### src/rtl/pio_tctrl_mdev_pkg.sv
// pio_tctrl_mdev_pkg: shared PIO cycle state encoding and mode-0 default timings at 100 MHz.
package pio_tctrl_mdev_pkg;
   typedef enum logic [2:0] {IDLE, SETUP, STROBE, WAITRDY, RECOV} pio_state_t;
   localparam int MODE0_T1   = 6;
   localparam int MODE0_T2   = 28;
   localparam int MODE0_T4   = 2;
   localparam int MODE0_TEOC = 23;
endpackage

### src/rtl/pio_tctrl_mdev_dcnt.sv
// pio_tctrl_mdev_dcnt: loadable down counter; done while count is 1, or 0 after a zero load.
module pio_tctrl_mdev_dcnt #(
   parameter int W = 8
) (
   input  logic         clk,
   input  logic         nReset,
   input  logic         rst,
   input  logic         load,
   input  logic         en,
   input  logic [W-1:0] val,
   output logic         done
);
   logic [W-1:0] cnt;

   always_ff @(posedge clk or negedge nReset)
      if (!nReset) cnt <= '0;
      else if (rst) cnt <= '0;
      else if (load) cnt <= val;
      else if (en && cnt > W'(1)) cnt <= cnt - W'(1);

   assign done = cnt <= W'(1);
endmodule

### src/rtl/pio_tctrl_mdev.sv
// pio_tctrl_mdev: PIO cycle sequencer with per-device timing sets, IORDY sync/timeout
// and a one-deep request queue.
module pio_tctrl_mdev
   import pio_tctrl_mdev_pkg::*;
#(
   parameter int TWIDTH  = 8,
   parameter int NDEV    = 2,
   parameter int DSW     = 1,
   parameter int TOWIDTH = 12
) (
   input  logic                   clk,
   input  logic                   nReset,
   input  logic                   rst,
   input  logic [NDEV-1:0]        IORDY_en,
   input  logic [NDEV*TWIDTH-1:0] T1,
   input  logic [NDEV*TWIDTH-1:0] T2,
   input  logic [NDEV*TWIDTH-1:0] T4,
   input  logic [NDEV*TWIDTH-1:0] Teoc,
   input  logic [TOWIDTH-1:0]     TO,
   input  logic                   go,
   input  logic                   we,
   input  logic [DSW-1:0]         dev_sel,
   output logic                   busy,
   output logic                   oe,
   output logic                   DIOR,
   output logic                   DIOW,
   output logic                   dstrb,
   output logic                   done,
   output logic                   err,
   input  logic                   IORDY
);
   pio_state_t state, nstate;
   logic q_v, q_we, src_we, start, to_hit, enter_rc, strobe;
   logic sync1, rdy_s, we_l, en_l, tmo, h_seen;
   logic ph_done, h_done, r_done, to_done;
   logic [DSW-1:0] q_dev, src_dev;
   logic [TWIDTH-1:0] t2_l, t4_l, teoc_l;
   logic [TOWIDTH-1:0] to_l;
   int sel;

   // A pending request always wins over a fresh go arriving in IDLE.
   assign start    = state == IDLE && (q_v || go);
   assign src_we   = q_v ? q_we : we;
   assign src_dev  = q_v ? q_dev : dev_sel;
   assign sel      = int'(src_dev) < NDEV ? int'(src_dev) : 0;
   assign enter_rc = state != RECOV && nstate == RECOV;

   always_ff @(posedge clk or negedge nReset)
      if (!nReset) state <= IDLE;
      else state <= rst ? IDLE : nstate;

   always_comb begin
      nstate = state;
      to_hit = 1'b0;
      case (state)
         IDLE:    nstate = start ? SETUP : IDLE;
         SETUP:   nstate = ph_done ? STROBE : SETUP;
         STROBE:  nstate = !ph_done ? STROBE : (!en_l || rdy_s) ? RECOV : WAITRDY;
         WAITRDY: begin
            to_hit = !rdy_s && to_l != '0 && to_done;
            nstate = (rdy_s || to_hit) ? RECOV : WAITRDY;
         end
         RECOV:   nstate = (h_done && r_done) ? IDLE : RECOV;
         default: nstate = IDLE;
      endcase
   end

   assign strobe = state == STROBE || state == WAITRDY;
   assign DIOR   = strobe && !we_l;
   assign DIOW   = strobe && we_l;
   assign oe     = we_l && (state inside {SETUP, STROBE, WAITRDY} || (state == RECOV && !h_done));
   assign done   = state == RECOV && h_done && !h_seen;
   assign err    = done && tmo;
   assign busy   = state != IDLE || q_v;

   pio_tctrl_mdev_dcnt #(.W(TWIDTH)) u_ph (
      .clk, .nReset, .rst, .load(start || (state == SETUP && ph_done)), .en(1'b1),
      .val(state == IDLE ? T1[sel*TWIDTH +: TWIDTH] : t2_l), .done(ph_done));
   pio_tctrl_mdev_dcnt #(.W(TWIDTH)) u_hold (
      .clk, .nReset, .rst, .load(enter_rc), .en(1'b1), .val(t4_l), .done(h_done));
   pio_tctrl_mdev_dcnt #(.W(TWIDTH)) u_recov (
      .clk, .nReset, .rst, .load(enter_rc), .en(1'b1), .val(teoc_l), .done(r_done));
   pio_tctrl_mdev_dcnt #(.W(TOWIDTH)) u_tmo (
      .clk, .nReset, .rst, .load(state == STROBE && nstate == WAITRDY), .en(1'b1),
      .val(to_l), .done(to_done));

   always_ff @(posedge clk or negedge nReset)
      if (!nReset) begin
         {sync1, rdy_s, dstrb, h_seen, tmo, q_v, q_we} <= '0;
         q_dev <= '0;
      end else if (rst) begin
         {sync1, rdy_s, dstrb, h_seen, tmo, q_v, q_we} <= '0;
         q_dev <= '0;
      end else begin
         sync1  <= IORDY;
         rdy_s  <= sync1;
         dstrb  <= strobe && nstate == RECOV && !we_l && !to_hit;
         h_seen <= state == RECOV && (h_seen || h_done);
         if (start) tmo <= 1'b0;
         else if (to_hit) tmo <= 1'b1;
         if (start && q_v) q_v <= 1'b0;
         else if (go && state != IDLE && !q_v) begin
            q_v   <= 1'b1;
            q_we  <= we;
            q_dev <= dev_sel;
         end
      end

   // Per-cycle timing snapshot; only meaningful outside IDLE, so no sync clear.
   always_ff @(posedge clk or negedge nReset)
      if (!nReset) begin
         {we_l, en_l} <= '0;
         {t2_l, t4_l, teoc_l} <= '0;
         to_l <= '0;
      end else if (start) begin
         we_l   <= src_we;
         en_l   <= IORDY_en[sel];
         t2_l   <= T2[sel*TWIDTH +: TWIDTH];
         t4_l   <= T4[sel*TWIDTH +: TWIDTH];
         teoc_l <= Teoc[sel*TWIDTH +: TWIDTH];
         to_l   <= TO;
      end
endmodule

### config.mk
export PLATFORM = sky130hd
export DESIGN_NAME = pio_tctrl_mdev
export DESIGN_NICKNAME = d
export VERILOG_FILES = /design/src/rtl/pio_tctrl_mdev_pkg.sv /design/src/rtl/pio_tctrl_mdev_dcnt.sv /design/src/rtl/pio_tctrl_mdev.sv
export SDC_FILE = /design/constraint.sdc
export NUM_CORES = 1
export LEC_CHECK = 0
export CAP_MARGIN = 30
export CORE_ASPECT_RATIO = 1.75
export CORE_MARGIN = 1.5
export CORE_UTILIZATION = 55
export DETAILED_ROUTE_END_ITERATION = 10
export HOLD_SLACK_MARGIN = 0.12
export PLACE_DENSITY = 0.81
export SLEW_MARGIN = 20
export SYNTH_ARGS = -nofsm -noshare
export SYNTH_HDL_FRONTEND = slang
export SYNTH_SLANG_ARGS = --single-unit
### constraint.sdc
create_clock -name clk -period 4.3 [get_ports clk]
set_input_delay 0.86 -clock clk [delete_from_list [all_inputs] [get_ports clk]]
set_output_delay 0.86 -clock clk [all_outputs]
set_load 0.03 [all_outputs]
==> results of run 1 <==
[worst min path at each step]
stage / slack, ns / endpoint / start / cells past startpoint
floorplan: 0.44 / rdy_s$_DFF_PN0_ / sync1$_DFF_PN0_ / 1
global placement: 0.45 / rdy_s$_DFF_PN0_ / sync1$_DFF_PN0_ / 1
detailed placement: 0.47 / rdy_s$_DFF_PN0_ / sync1$_DFF_PN0_ / 1
CTS: 0.49 / rdy_s$_DFF_PN0_ / sync1$_DFF_PN0_ / 1
global route: 0.53 / t4_l[0]$_DFFE_PN0P_ / nReset / 1
finish: 0.49 / rdy_s$_DFF_PN0_ / sync1$_DFF_PN0_ / 1
[flip-flops by register name, indices dropped and copies added (netlist names)]
signal and count:
t2_l 8, q_v 1, state 3, u_ph.cnt 8, q_dev 1, u_hold.cnt 8, u_recov.cnt 8, we_l 1
en_l 1, dstrb 1, to_l 12, sync1 1, rdy_s 1, h_seen 1, tmo 1, u_tmo.cnt 12
t4_l 8, teoc_l 8, q_we 1
[stage by stage]
| step | cell area (µm²) | hold slack [ns] | total power [mW] | cells | worst slack, ns |
|---|---|---|---|---|---|
| floorplan | 4850 | 0.439 | 2.61 | 507 | 1.32 |
| finish | 6230 | 0.486 | 3.85 | 711 | 0.843 |
| global route | 6230 | 0.531 | 4.13 | 711 | 0.642 |
| global placement | 5830 | 0.446 | 2.94 | 690 | 1.28 |
| CTS | 6190 | 0.487 | 3.85 | 708 | 0.841 |
| detailed placement | 5880 | 0.474 | 3.02 | 692 | 1.20 |
[Yosys cell counts (all sizes together), types with 2 or more instances]
| master | instances | area [µm²] |
|---|---|---|
| or4 | 9 | 71.3 |
| a211o | 4 | 35.0 |
| xnor2 | 10 | 87.6 |
| nor3 | 24 | 120 |
| o21a | 3 | 22.5 |
| and3 | 2 | 12.5 |
| o21bai | 2 | 15.0 |
| o211ai | 3 | 22.5 |
| mux2i | 46 | 460 |
| o31a | 2 | 17.5 |
| xor2 | 8 | 70.1 |
| a21oi | 48 | 240 |
| a31oi | 3 | 33.8 |
| and2 | 2 | 12.5 |
| nand2 | 25 | 93.8 |
| nor2 | 78 | 293 |
| mux2 | 23 | 278 |
| ha | 8 | 100 |
| clkbuf | 22 | 82.6 |
| nand3b | 2 | 15.0 |
| a311oi | 2 | 17.5 |
| inv | 10 | 37.5 |
| nand3 | 8 | 40.0 |
| buf | 8 | 48.8 |
| nand2b | 11 | 68.8 |
| a211oi | 8 | 60.1 |
| nor4 | 10 | 68.8 |
| o31ai | 4 | 30.0 |
| o21ai | 4 | 20.0 |
| dfrtp | 85 | 2130 |
| nor2b | 17 | 106 |
| or2 | 3 | 18.8 |
| or3 | 4 | 25.0 |
[where the power goes]
part           leakage (nW)  switching, mW  internal [mW]
combinational          1.52          0.881          0.807
clock                 0.158          0.300          0.494
sequential             1.05          0.267           1.10
total                  2.74           1.45           2.40
[critical path: stages (launching register included)]
cell             delay [ns]
dfrtp_1                0.39
inv_1                  0.09
ha_1                   0.25
or2_2                  0.31
and3_1                 0.28
nor2_1                 0.13
o21a_1                 0.14
clkdlybuf4s50_1        0.66
[layer usage]
metal,up-vias,part of all wire,GRT usage
met2,101,0.55,0.455
met3,28,0.038,0.0371
li1,1948,-,-
met5,-,0,0
met4,0,0.029,0.118
met1,1950,0.38,0.285
[cells by family after synthesis]
| family | synth area share |
|---|---|
| AOI/OAI and AO/OA | 0.117 |
| xor gates and xnor gates | 0.0325 |
| buffers and inverters | 0.0348 |
| DFF | 0.439 |
| and+or+nand+nor | 0.204 |
| adders and majority gates | 0.0206 |
| muxes | 0.152 |
[final cells by class]
class / instances / area [µm²]
Clock inverter: 4 / 45.0
Multi-Input combinational cell: 382 / 2580
Tap cell: 117 / 146
Sequential cell: 85 / 2130
Inverter: 10 / 37.5
Clock buffer: 12 / 267
Fill cell: 653 / 2390
Timing Repair Buffer: 101 / 1030
==> impl_metrics.env, run 1 <==
export IMPL_outcome="completed"
export IMPL_drtIter0Drc=192
export IMPL_cts_sinks=85
export IMPL_netlist_area_mm2=0.00485
export IMPL_hold_viol=0
export IMPL_synthFlopType="dfrtp_1"
export IMPL_p_per_area_mw_per_mm2=618
export IMPL_hold_class="register to register"
export IMPL_insertion_delay_ns=0.34
export IMPL_worstSetupEndpoint="oe"
export IMPL_ir_worst_vdd_mv=0.431
export IMPL_crit_required_ns=3.44
export IMPL_crit_reg2reg_launch="u_tmo.cnt[7]$_DFFE_PN0P_"
export IMPL_maxCapViolCount=0
export IMPL_num_vias=4027
export IMPL_cts_hold_buffers=0
export IMPL_syn_avg_cell_area_um2=9.57
export IMPL_crit_fanout=8
export IMPL_clock_skew_ns=0.00576
export IMPL_wire_per_inst_um=15.7
export IMPL_final_common_cell="clkdlybuf4s50_1"
export IMPL_grt_ovfl_total=0
export IMPL_cts_repair_resized=0
export IMPL_yosys_warnings=0
export IMPL_die_y_um=127
export IMPL_setup_tns_ns=0
export IMPL_cts_tree="built"
export IMPL_grt_first_pass_wirelength_um=18500
export IMPL_core_area_mm2=0.00861
export IMPL_syn_nets=600
export IMPL_num_rows=45
export IMPL_tightest_slew_ns=0.906
export IMPL_initial_utilization=0.563
export IMPL_slew_headroom=0.391
export IMPL_grt_usage=0.254
export IMPL_r2r_slack_ns=1.43
export IMPL_ant_nets=0
export IMPL_clock_root_buffer="clkbuf_16"
export IMPL_final_layout_size_suffix_gt1_frac=0.108
export IMPL_dr_pass1_iters=4
export IMPL_setup_viol=0
export IMPL_startpoint="u_hold.cnt[0]$_DFFE_PN0P_"
export IMPL_synth_async_reset_ratio=1.00
export IMPL_grt_max_degree=56
export IMPL_dp_hpwl_um=7890
export IMPL_syn_to_final_growth_pct=28.4
export IMPL_die_x_um=74.0
export IMPL_die_area_mm2=0.00941
export IMPL_synth_seq_cells=85
export IMPL_cp_arrival_ns=2.60
export IMPL_path_class="register to output pin"
export IMPL_drv_slew=0
export IMPL_routed_wl_um=11200
export IMPL_period_share=0.804
export IMPL_clkTransAtPathRegs_ns=0.06
export IMPL_synth_cells=507
export IMPL_clk_path_buf_depth=2
export IMPL_rr_endpoint="u_hold.cnt[5]$_DFFE_PN0P_"
export IMPL_numCtsBuffers=9
export IMPL_synth_edff_count=0
export IMPL_post_route_util=0.723
export IMPL_fmax_ghz=0.289
export IMPL_portBuffers=91
export IMPL_vias_per_cell=5.66
export IMPL_htreeDepth=3
export IMPL_layout_common_cells="clkdlybuf4s50_1, dfrtp_1, nor2_1"
export IMPL_io_pins=92
export IMPL_cts_setup_buffers=0
export IMPL_drc=0
export IMPL_synth_seq_area_share=0.439
export IMPL_cp_start_kind="register"
export IMPL_antennaDiodeCount=0
export IMPL_p_leak_nw=2.74
export IMPL_fin_nets=682
export IMPL_synth_distinct_cells=48
export IMPL_period_minus_slack_ns=3.46
export IMPL_grt_pass1_vias=4118
export IMPL_antenna_found_initial=0
export IMPL_cp_end_kind="output pin"
export IMPL_rsz0062_at_grt="no"
export IMPL_ff2ff_path_depth=5
export IMPL_finalWeightedCongestion=0.901
No activity file was read; power rests on OpenSTA's default activity.
==> run 2, diff against run 1 <==
--- a/config.mk
+++ b/config.mk
@@ -8,10 +8,10 @@
 export CAP_MARGIN = 30
 export CORE_ASPECT_RATIO = 1.75
 export CORE_MARGIN = 1.5
-export CORE_UTILIZATION = 55
+export CORE_UTILIZATION = 53
 export DETAILED_ROUTE_END_ITERATION = 10
 export HOLD_SLACK_MARGIN = 0.12
-export PLACE_DENSITY = 0.81
+export PLACE_DENSITY = 0.78
 export SLEW_MARGIN = 20
 export SYNTH_ARGS = -nofsm -noshare
 export SYNTH_HDL_FRONTEND = slang
==> constraint.sdc (replaced) <==
create_clock -name clk -period 3.5 [get_ports clk]
set_input_delay 0.7 -clock clk [delete_from_list [all_inputs] [get_ports clk]]
set_output_delay 0.7 -clock clk [all_outputs]
set_load 0.03 [all_outputs]
==> run 2 against run 1 <==
Critical path depth is the same. Non-clock buffer count grew 2. Combinational power grew 24%. Sequential cell count is the same. Critical path type unchanged. Largest cell class unchanged.
==> impl_metrics.env, run 2 (same netlist as run 1, synthesis figures left out) <==
export IMPL_outcome="completed"
export IMPL_vias_per_cell=5.64
export IMPL_final_common_cell="clkdlybuf4s50_1"
export IMPL_die_y_um=130
export IMPL_cp_buffers_inverters=2
export IMPL_htreeDepth=3
export IMPL_clk_path_buf_depth=2
export IMPL_die_x_um=75.3
export IMPL_cts_setup_buffers=0
export IMPL_die_area_mm2=0.00976
export IMPL_fillerInstances=721
export IMPL_slew_headroom=0.495
export IMPL_period_share=0.947
export IMPL_dp_hpwl_um=8000
export IMPL_wire_per_inst_um=15.5
export IMPL_cts_sinks=85
export IMPL_grt_first_pass_wirelength_um=18300
export IMPL_worstPathCellList="inv_1 -> ha_1 -> or2_2 -> and3_1 -> nor2_1 -> o21a_1 -> clkdlybuf4s50_1"
export IMPL_r2r_slack_ns=0.64
export IMPL_num_rows=46
export IMPL_setup_tns_ns=0
export IMPL_antennaDiodeCount=0
export IMPL_fmax_ghz=0.302
export IMPL_multi_input_area_mm2=0.00258
export IMPL_period_minus_slack_ns=3.32
export IMPL_fin_nets=684
export IMPL_numCtsBuffers=9
export IMPL_cp_arrival_ns=2.62
export IMPL_cp_start_kind="register"
export IMPL_fin_ws_ns=0.185
export IMPL_clock_root_buffer="clkbuf_16"
export IMPL_syn_to_final_growth_pct=27.9
export IMPL_grt_ovfl_total=0
export IMPL_dr_pass1_iters=4
export IMPL_startpoint="u_hold.cnt[0]$_DFFE_PN0P_"
export IMPL_hold_worst_slack_ns=0.299
export IMPL_io_pins=92
export IMPL_clock_skew_ns=0.00887
export IMPL_drc=0
export IMPL_num_vias=4038
export IMPL_crit_required_ns=2.80
export IMPL_setup_viol=0
export IMPL_drv_slew=0
export IMPL_critical_path_top_delay_family="buffers and inverters"
export IMPL_crit_slowest_cell="clkdlybuf4s50_1"
export IMPL_p_per_area_mw_per_mm2=758
export IMPL_fin_area_mm2=0.00620
export IMPL_clkTransAtPathRegs_ns=0.07
export IMPL_finalWeightedCongestion=0.867
export IMPL_drtIter0Drc=150
export IMPL_cp_end_kind="output pin"
export IMPL_finalPower_mw=4.71
export IMPL_reg_top3="to_l x12, u_tmo.cnt x12"
export IMPL_post_route_util=0.691
export IMPL_p_leak_nw=2.71
export IMPL_routed_wl_um=11100
export IMPL_hold_viol=0
export IMPL_ant_nets=0
export IMPL_tightest_slew_ns=0.757
export IMPL_dpl_instance_area_mm2=0.00587
export IMPL_crit_fanout=8
export IMPL_insertion_delay_ns=0.34
export IMPL_place_ws_ns=0.487
export IMPL_area_sequential_mm2=0.00213
export IMPL_crit_reg2reg_launch="u_tmo.cnt[7]$_DFFE_PN0P_"
export IMPL_layout_common_cells="clkdlybuf4s50_1, dfrtp_1, nor2_1"
export IMPL_ff2ff_path_depth=5
export IMPL_grt_pass1_vias=4124
export IMPL_initial_utilization=0.540
export IMPL_final_layout_size_suffix_gt1_frac=0.111
export IMPL_maxCapViolCount=0
export IMPL_hold_class="input port to asynchronous set/reset pin"
export IMPL_ir_worst_vdd_mv=0.459
export IMPL_fin_cells=716
export IMPL_max_stage_delay_ns=0.66
export IMPL_rsz0062_at_grt="no"
export IMPL_grt_usage=0.243
export IMPL_antenna_found_initial=0
export IMPL_cts_tree="built"
export IMPL_path_class="register to output pin"
export IMPL_portBuffers=91
export IMPL_grt_max_degree=56
export IMPL_rr_endpoint="u_hold.cnt[5]$_DFFE_PN0P_"
export IMPL_dp_cells=698
export IMPL_core_area_mm2=0.00898
-- run 2: worst max path at each step --
stage                     end  slack (ns)  cells past startpoint
after floorplan           err        0.68                      4
after global placement     oe        0.64                      7
after detailed placement  err        0.49                      5
after CTS                 err        0.11                      5
after global routing       oe        0.06                      7
final                      oe        0.18                      7
-- run 2: where the power goes --
| part | internal, mW | leakage, nW | total (mW) | switching (mW) |
|---|---|---|---|---|
| logic | 0.998 | 1.52 | 2.09 | 1.09 |
| registers | 1.35 | 1.05 | 1.66 | 0.308 |
| clock network | 0.573 | 0.142 | 0.957 | 0.383 |
| total | 2.92 | 2.71 | 4.71 | 1.78 |
-- run 2: timing repair --
item | in CTS | in global routing
setup endpoints to repair | 0 | 2
hold buffers | 0 | 0
gates resized for setup | 0 | 1
-- run 2: final cells by class --
cell class,count,area share
multi-input combinational,382,0.416
sequential,85,0.343
timing repair buffer,103,0.162
clock buffer,11,0.0391
tap,120,0.0242
clock inverter,5,0.00948
inverter,10,0.00605
-- run 2: metal layers --
| metal | GRT usage | vias up | part of all wire | wire (µm) |
|---|---|---|---|---|
| li1 | - | 1952 | - | - |
| met1 | 0.283 | 1971 | 0.40 | 4400 |
| met2 | 0.424 | 93 | 0.55 | 6110 |
| met3 | 0.0420 | 22 | 0.032 | 354 |
| met4 | 0.108 | 0 | 0.022 | 242 |
| met5 | 0 | - | 0 | 0 |
